<file path="config.mk">
export PLATFORM = sky130hd
export DESIGN_NAME = instr_seq_unit
export DESIGN_NICKNAME = d
export VERILOG_FILES = /design/src/rtl/instr_seq_unit.sv
export SDC_FILE = /design/constraint.sdc
export NUM_CORES = 1
export LEC_CHECK = 0
export BUFFER_PORTS_ARGS = -buffer_cell sky130_fd_sc_hd__buf_2
export CORE_UTILIZATION = 57
export DETAILED_ROUTE_END_ITERATION = 12
export HOLD_SLACK_MARGIN = 0.06
export PLACE_DENSITY_LB_ADDON = 0.12
export SKIP_LAST_GASP = 1
export SYNTH_ARGS = -nofsm -noshare
export SYNTH_HDL_FRONTEND = slang
export SYNTH_SLANG_ARGS = --single-unit
export TNS_END_PERCENT = 100
</file>
<file path="constraint.sdc">
create_clock -name S_AXIS_ACLK -period 2.6 [get_ports S_AXIS_ACLK]
set_input_delay 0.65 -clock S_AXIS_ACLK [delete_from_list [all_inputs] [get_ports S_AXIS_ACLK]]
set_output_delay 0.65 -clock S_AXIS_ACLK [all_outputs]
set_load 0.005 [all_outputs]
</file>
<file path="src/rtl/instr_seq_unit.sv">
// Instruction sequencer: streams a loaded program from BRAM port B to the
// PE array through a 3-entry prefetch FIFO, stopping on HALT or end of BRAM.
module instr_seq_unit #(
  parameter int         INSTR_BRAM_DEPTH = 11,
  parameter int         INSTR_WIDTH      = 32,
  parameter logic [3:0] HALT_OPCODE      = 4'hF
) (
  input  logic                        S_AXIS_ACLK,
  input  logic                        S_AXIS_ARESETN,
  input  logic                        VALID_FU2PE,
  output logic [INSTR_BRAM_DEPTH-1:0] instr_rd_addr,
  output logic                        instr_rd_en,
  input  logic [INSTR_WIDTH-1:0]      instr_rd_dout,
  output logic [INSTR_WIDTH-1:0]      pe_instr,
  output logic                        pe_instr_valid,
  input  logic                        pe_instr_ready,
  output logic                        busy,
  output logic                        done,
  output logic                        err_overrun
);

  typedef enum logic [1:0] {
    IDLE,
    RUN,
    DRAIN,
    DONE
  } state_t;

  localparam logic [INSTR_BRAM_DEPTH-1:0] LAST_ADDR = '1;

  state_t                      state;
  logic [INSTR_WIDTH-1:0]      buf_q [3];
  logic [1:0]                  rd_ptr;
  logic [1:0]                  wr_ptr;
  logic [1:0]                  count;
  logic                        inflight;
  logic                        inflight_last;
  logic                        addr_done;
  logic [INSTR_BRAM_DEPTH-1:0] rd_addr;

  logic       ret;
  logic       ret_halt;
  logic       push;
  logic       pop;
  logic [2:0] occ;

  function automatic logic [1:0] nxt(input logic [1:0] p);
    return (p == 2'd2) ? 2'd0 : p + 2'd1;
  endfunction

  assign ret      = inflight && (state == RUN);
  assign ret_halt = ret &&
    (instr_rd_dout[INSTR_WIDTH-1 -: 4] == HALT_OPCODE);
  assign push     = ret && !ret_halt;
  assign pop      = pe_instr_valid && pe_instr_ready;
  assign occ      = {1'b0, count} + {2'b0, inflight};

  // A returning HALT suppresses the read issued alongside it.
  assign instr_rd_en = (state == RUN) && (occ < 3'd3) &&
                       !addr_done && !ret_halt;

  assign instr_rd_addr  = rd_addr;
  assign pe_instr       = buf_q[rd_ptr];
  assign pe_instr_valid = (count != 2'd0);
  assign busy           = (state == RUN) || (state == DRAIN);
  assign done           = (state == DONE);

  always_ff @(posedge S_AXIS_ACLK or negedge S_AXIS_ARESETN) begin
    if (!S_AXIS_ARESETN) begin
      state         <= IDLE;
      rd_addr       <= '0;
      inflight      <= 1'b0;
      inflight_last <= 1'b0;
      addr_done     <= 1'b0;
      err_overrun   <= 1'b0;
      rd_ptr        <= 2'd0;
      wr_ptr        <= 2'd0;
      count         <= 2'd0;
      for (int i = 0; i < 3; i++) buf_q[i] <= '0;
    end else begin
      inflight      <= instr_rd_en;
      inflight_last <= instr_rd_en && (rd_addr == LAST_ADDR);
      if (instr_rd_en) begin
        if (rd_addr == LAST_ADDR) addr_done <= 1'b1;
        else rd_addr <= rd_addr + 1'b1;
      end
      if (push) begin
        buf_q[wr_ptr] <= instr_rd_dout;
        wr_ptr        <= nxt(wr_ptr);
      end
      if (pop) rd_ptr <= nxt(rd_ptr);
      if (push && !pop) count <= count + 2'd1;
      else if (!push && pop) count <= count - 2'd1;

      unique case (state)
        IDLE: begin
          if (VALID_FU2PE) begin
            state       <= RUN;
            rd_addr     <= '0;
            addr_done   <= 1'b0;
            err_overrun <= 1'b0;
            rd_ptr      <= 2'd0;
            wr_ptr      <= 2'd0;
            count       <= 2'd0;
          end
        end
        RUN: begin
          if (ret_halt) begin
            state <= DRAIN;
          end else if (ret && inflight_last) begin
            err_overrun <= 1'b1;
            state       <= DRAIN;
          end
        end
        DRAIN: begin
          if (count == 2'd0 && !inflight) state <= DONE;
        end
        DONE: state <= IDLE;
      endcase
    end
  end

endmodule

</file>
==> results of run 1 <==
## kinds of logic (layout without fill, tap and decap cells)
logic type,Yosys count,in the layout,share of synthesized area [%]
mux,130,130,25.8
flops,119,119,53.9
simple gates,83,83,7.89
compound gates,68,68,7.12
buf+inv,34,144,2.97
fa+ha+maj,9,9,1.99
xor+xnor,2,2,0.317
## cell type report
cell class	count	area, sq um	area share [%]
inverter	9	33.8	0.501
clock inverter	8	98.8	1.47
multi-input combinational	292	2390	35.4
tap	129	161	2.40
clock buffer	22	463	6.87
sequential	119	2980	44.2
timing repair buffer	105	612	9.08
## flip-flops by register name (all words and copies together), names as in the netlist
register	cells
buf_q	96
instr_rd_addr	11
count	2
rd_ptr	2
state	2
wr_ptr	2
addr_done	1
err_overrun	1
inflight	1
inflight_last	1
## metal layers
| metal | global-route usage [%] | vias to the layer above | share of wire (%) | wire, um |
|---|---|---|---|---|
| met3 | 5.64 | 17 | 3.3 | 375 |
| met5 | 0 | - | 0 | 0 |
| met1 | 32.1 | 1930 | 45 | 5170 |
| li1 | - | 1798 | - | - |
| met4 | 7.25 | 0 | 1.3 | 155 |
| met2 | 41.3 | 90 | 50 | 5800 |
## through the flow
stage | power [uW] | hold WS [ns] | std cells
final | 7570 | 0.137 | 684
after global routing | 8030 | 0.171 | 684
after CTS | 7560 | 0.146 | 680
after detailed placement | 5330 | 0.478 | 650
after global placement | 5210 | 0.466 | 650
after floorplan | 4370 | 0.354 | 445
## worst max-delay path, cell delays in order (launching register included)
cell and delay (ns):
dfrtp_1 0.41, ha_1 0.22, ha_1 0.27, nand2_1 0.08, o2111ai_2 0.14, inv_2 0.11, buf_2 0.11
## how the worst max path moves through the flow
stage                               from               endpoint  slack, ns  cells after the start
floorplan           state[1]$_DFFE_PN0P_  buf_q[10]$_DFFE_PN0P_       0.67                      8
global placement       instr_rd_dout[30]            instr_rd_en       0.50                      5
detailed placement  state[1]$_DFFE_PN0P_  buf_q[24]$_DFFE_PN0P_       0.47                      7
CTS                  rd_ptr[0]$_DFF_PN0_            pe_instr[9]      0.005                      5
global route          count[0]$_DFF_PN0_            instr_rd_en      0.008                      6
finish                count[0]$_DFF_PN0_            instr_rd_en        0.1                      6
## synthesized netlist by cell type (all sizes together), types with 2 or more instances
| cell | n | area, sq um |
|---|---|---|
| or3 | 5 | 31.3 |
| inv | 9 | 33.8 |
| buf | 15 | 92.6 |
| ha | 8 | 100 |
| nor3 | 5 | 30.0 |
| a41oi | 2 | 17.5 |
| nand2 | 41 | 161 |
| nand3 | 8 | 40.0 |
| nor2b | 3 | 18.8 |
| nor2 | 6 | 22.5 |
| a31oi | 5 | 31.3 |
| or4 | 4 | 30.0 |
| xnor2 | 2 | 17.5 |
| clkbuf | 10 | 37.5 |
| and2 | 2 | 12.5 |
| o31ai | 5 | 37.5 |
| dfrtp | 119 | 2980 |
| mux2i | 33 | 330 |
| mux2 | 97 | 1090 |
| o21a | 2 | 15.0 |
| o21ai | 36 | 180 |
| a21oi | 14 | 70.1 |
| nand4 | 2 | 27.5 |
| and3 | 2 | 12.5 |
## what timing repair did
item	in CTS	in global routing
endpoints found under the hold margin	0	0
endpoints found under the setup margin	0	18
setup buffers	0	4
hold buffers	0	0
resized for setup	0	2
## power groups by stage
stage	registers, uW	clock network [uW]	logic (uW)
after detailed placement	2880	0	2450
after CTS	2860	2230	2470
after global routing	2910	2320	2790
after floorplan	2730	0	1640
final	2830	2210	2530
after global placement	2840	0	2370
==> impl_metrics.csv, run 1 <==
group,metric,value,unit
placement,dp_hpwl,7.39,mm
clocking,clk_latency,0.51,ns
finish,mostFrequentLayoutCell,"dfrtp_1",
routing,drc_errors,0,
sta,timing.slew.headroom,57.1,%
finish,nNetsFinal,588,
setup_path,cp-end-kind,"primary output",
clocking,ctsHtreeMaxLevel,4,
global_route,grt_pass1_vias,3866,
run,maxCapViolCount,0,
routing,vias_per_cell,5.61,
sta,finClkSkew,0.00909,ns
finish,layout_common_cells,"117 x dfrtp_1, 89 x mux2_2, 82 x buf_2",
routing,drtPass1Iterations,4,
finish,final_area,6740,sq um
global_route,grt_usage,24.6,%
sta,setup_viol,0,
logic_synthesis,postSynthAreaPerCell,12.4,sq um
logic_synthesis,yosysWarnings,0,
status,status,"finished, final reports clean",
logic_synthesis,ys_async_sr_fraction,100,%
floorplanning,fp.dieH,100,um
sta,worstMarginPinSlew,0.644,ns
floorplanning,start_util,59.2,%
clocking,clockRootBuffer,"clkbuf_8",
power,comb_power_share,33.4,%
setup_path,reg2reg_from,"state[1]$_DFFE_PN0P_",
routing,ant_nets,0,
logic_synthesis,synth_seq_area_share,53.9,%
finish,antennaDiodeCount,0,
routing,wl_per_cell,16.8,um
placement,postPlaceCellArea,6140,sq um
placement,gp_congestion,0.807,
setup_path,cp.required,1.95,ns
min_path,min_path_type,"primary input to asynchronous set/reset pin",
placement,post-place-ws,0.471,ns
power,p_clk_share,29.2,%
clocking,cts_buffers,17,
sta,fin_crit_sh,96.2,%
logic_synthesis,ys.flop_type,"dfrtp_1",
power,p_int,5200,uW
finish,drive_above_1_share,41.6,%
sta,setup_slack,0.0976,ns
logic_synthesis,netlist_area,5520,sq um
global_route,grt_pass1_wl,19.0,mm
setup_path,crit_type,"flop to primary output",
sta,hold_violations,0,
clocking,clockBufferDepth,2,
setup_path,cp-start-kind,"flop",
logic_synthesis,ys_ff_latch,119,
sta,slew_viol_final,0,
routing,drt_iter0_drc,124,
setup_path,cp.arrival,1.85,ns
placement,port_buffers,83,
power,switching_share,31.3,%
sta,tns,0,ns
finish,syn_to_final_growth,22.0,%
power,sequentialPowerShare,37.4,%
sta,rsz0062_at_grt,"false",
logic_synthesis,synth_cells,445,
logic_synthesis,synth_edf_count,0,
global_route,gr-total-overflow,0,
logic_synthesis,synth_nets,489,
routing,routed_wl,11.5,mm
power,p_leak,0.00324,uW
setup_path,ff2ff_path_depth,7,
sta,max_freq,400,MHz
sta,period_needed,2.50,ns
floorplanning,dieArea,10100,sq um
floorplanning,die_width,100,um
global_route,grt_max_degree,44,
power,ir_drop,0.767,mV
floorplanning,core_area,9330,sq um
floorplanning,pin_count,84,
floorplanning,row_count,35,
power,power_density,1120,nW/um^2
global_route,grt_antenna_before_repair,0,
setup_path,critical_path.max_fanout,4,
finish,fillCellCount,661,
clocking,cts.sinks,119,
clocking,clk_pin_slew,0.05,ns
setup_path,r2r_slack,0.44,ns
finish,final_util,72.2,%
routing,via_count,3835,
logic_synthesis,synth.distinct_cells,41,
clocking,tritoncts,"done",
power,p_switching,2370,uW
setup_path,reg2reg_to,"buf_q[20]$_DFFE_PN0P_",
Power figures use the tool's default switching activity.
==> run 2, diff against run 1 <==
Settings changed: ABC_AREA set to 1, CORE_UTILIZATION 57 to 60, PLACE_DENSITY set to 0.81, PLACE_DENSITY_LB_ADDON 0.12 to not set.
Clock period 2.6 ns to 3.1 ns, I/O delays scaled along.
==> impl_metrics.csv, run 2 <==
group,metric,value,unit
status,status,"finished, final reports clean",
routing,ant_nets,0,
logic_synthesis,ys_async_sr_fraction,100,%
logic_synthesis,yosysMostFrequentCell,"nand2_1",
setup_path,cp-end-kind,"primary output",
global_route,grt_max_degree,65,
floorplanning,pin_count,84,
global_route,grt_antenna_before_repair,0,
finish,final_util,73.3,%
run,maxCapViolCount,0,
setup_path,crit_type,"flop to primary output",
floorplanning,dieArea,9960,sq um
floorplanning,fp.dieH,99.8,um
sta,period_needed,2.93,ns
logic_synthesis,yosys-top-cells-area,"dfrtp_1 52%, nand2_1 13%, o21ai_2 7.2%",
sta,rsz0062_at_grt,"false",
min_path,min_path_type,"primary input to asynchronous set/reset pin",
sta,slew_viol_final,0,
routing,via_count,4681,
finish,drive_above_1_share,27.5,%
sta,worstMarginPinSlew,0.783,ns
finish,mostFrequentLayoutCell,"nand2_1",
clocking,clockRootBuffer,"clkbuf_8",
setup_path,cp.arrival,2.16,ns
placement,postPlaceCellArea,6210,sq um
routing,drtPass1Iterations,5,
clocking,cts_buffers,17,
logic_synthesis,synth.distinct_cells,29,
clocking,clk_latency,0.52,ns
routing,drc_errors,0,
power,power_density,957,nW/um^2
finish,nNetsFinal,773,
floorplanning,row_count,35,
global_route,grt_pass1_wl,21.1,mm
global_route,grt_usage,27.3,%
logic_synthesis,synth_nets,693,
routing,wl_per_cell,14.4,um
finish,final_area,6770,sq um
clocking,tritoncts,"done",
clocking,cts.sinks,119,
global_route,grt_pass1_vias,4387,
sta,timing.slew.headroom,47.8,%
clocking,clockBufferDepth,2,
logic_synthesis,ys_ff_latch,119,
sta,tns,0,ns
placement,place_inst,839,
routing,routed_wl,12.6,mm
logic_synthesis,netlist_area,5740,sq um
floorplanning,die_width,99.8,um
sta,max_freq,341,MHz
logic_synthesis,synth_top_area_share,51.9,%
placement,dp_hpwl,7.85,mm
routing,drt_iter0_drc,362,
placement,gp_congestion,0.835,
routing,vias_per_cell,5.37,
global_route,gr-total-overflow,0,
finish,antennaDiodeCount,0,
clocking,ctsHtreeMaxLevel,4,
power,ir_drop,0.589,mV
setup_path,critical_path.max_fanout,15,
logic_synthesis,synth_edf_count,0,
setup_path,cp.required,2.32,ns
finish,layout_common_cells,"201 x nand2_1, 119 x dfrtp_1, 82 x buf_2",
sta,hold_slack,0.319,ns
floorplanning,core_area,9240,sq um
logic_synthesis,yosys.area.top_type,"dfrtp_1",
finish,syn_to_final_growth,18.0,%
logic_synthesis,ys.flop_type,"dfrtp_1",
power,p_leak,0.00352,uW
sta,hold_violations,0,
placement,port_buffers,83,
setup_path,cp-start-kind,"flop",
finish,largest_register,"buf_q",
logic_synthesis,postSynthAreaPerCell,8.85,sq um
logic_synthesis,ys_top_cells_by_count,"201 x nand2_1, 119 x dfrtp_1, 60 x inv_1, 51 x o21ai_1, 47 x o21ai_2",
sta,fin_crit_sh,94.6,%
logic_synthesis,yosysWarnings,0,
finish,final_cells,871,
floorplanning,start_util,62.1,%
logic_synthesis,synth_seq_area_share,51.9,%
clocking,clk_pin_slew,0.06,ns
sta,finClkSkew,0.00832,ns
clocking,cts_setup_buffers,0,
logic_synthesis,synth_cells,649,
finish,largest_reg_flops,96,
sta,setup_viol,0,
==> run 2: cell count changes after synthesis, sizes merged, moves of 21 or more <==
| cell | delta |
|---|---|
| a22oi | +30 |
| inv | +52 |
| mux2 | -97 |
| mux2i | -33 |
| nand2 | +180 |
| nor2 | +21 |
| o21ai | +70 |
==> run 2: worst paths after layout <==
path                                         start                      end  slack (ns)  cells past startpoint
min in group S_AXIS_ACLK   err_overrun$_DFFE_PN0P_  err_overrun$_DFFE_PN0P_        0.48                      2
setup reg to reg              state[1]$_DFFE_PN0P_    buf_q[54]$_DFFE_PN0P_        0.78                     10
hold reg to reg            err_overrun$_DFFE_PN0P_  err_overrun$_DFFE_PN0P_        0.48                      2
hold / removal                      S_AXIS_ARESETN     buf_q[4]$_DFFE_PN0P_        0.32                      1
setup / recovery                count[0]$_DFF_PN0_              instr_rd_en        0.17                      6
max in group asynchronous           S_AXIS_ARESETN    buf_q[46]$_DFFE_PN0P_        2.01                      2
==> run 2: kinds of logic (layout without fill, tap and decap cells) <==
group | Yosys count | after routing | share of synthesized area, %
DFF | 119 | 119 | 51.9
and+or+nand+nor | 278 | 278 | 20.6
AOI/OAI and AO/OA | 147 | 147 | 17.2
xor gates and xnor gates | 4 | 4 | 0.610
adders and majority gates | 8 | 8 | 1.74
buffers and inverters | 93 | 186 | 7.96
==> run 2: per-stage QoR <==
stage	setup WS, ns	total power, uW
2_1_floorplan	0.985	3890
3_3_place_gp	0.527	4540
3_5_place_dp	0.524	4660
4_1_cts	0.148	6500
5_1_grt	0.0233	6920
6_report	0.167	6480
==> run 2: critical path: stages (launching register included) <==
cell	delay [ns]
dfrtp_1	0.41
ha_1	0.21
ha_1	0.27
nand2_1	0.09
nand4_1	0.14
nor2_4	0.34
buf_2	0.18
==> run 2: area by class of cell <==
class	count	area [sq um]
timing repair buffer	92	498
sequential	119	2980
clock buffer	18	428
inverter	62	236
clock inverter	14	128
fill	661	2470
multi-input combinational	437	2340
tap	129	161
==> run 2: repair_timing <==
item                                    in CTS  in global routing
hold buffers                                 0                  0
endpoints found under the setup margin       1                  0
resized for setup                            1                  0
==> run 2: per-layer routing <==
layer | vias to the layer above | routed length, um | GRT usage (%) | part of all wire [%]
met4 | 0 | 204 | 10.1 | 1.6
li1 | 2270 | - | - | -
met2 | 136 | 6140 | 42.4 | 49
met1 | 2254 | 5570 | 37.7 | 44
met3 | 21 | 658 | 6.69 | 5.2
met5 | - | 0 | 0 | 0
==> run 2: where the power goes <==
group,switching [uW],leakage (uW),internal (uW)
registers,367,0.00158,2080
clock network,725,0.000263,1080
logic,1320,0.00167,907
total,2410,0.00352,4070
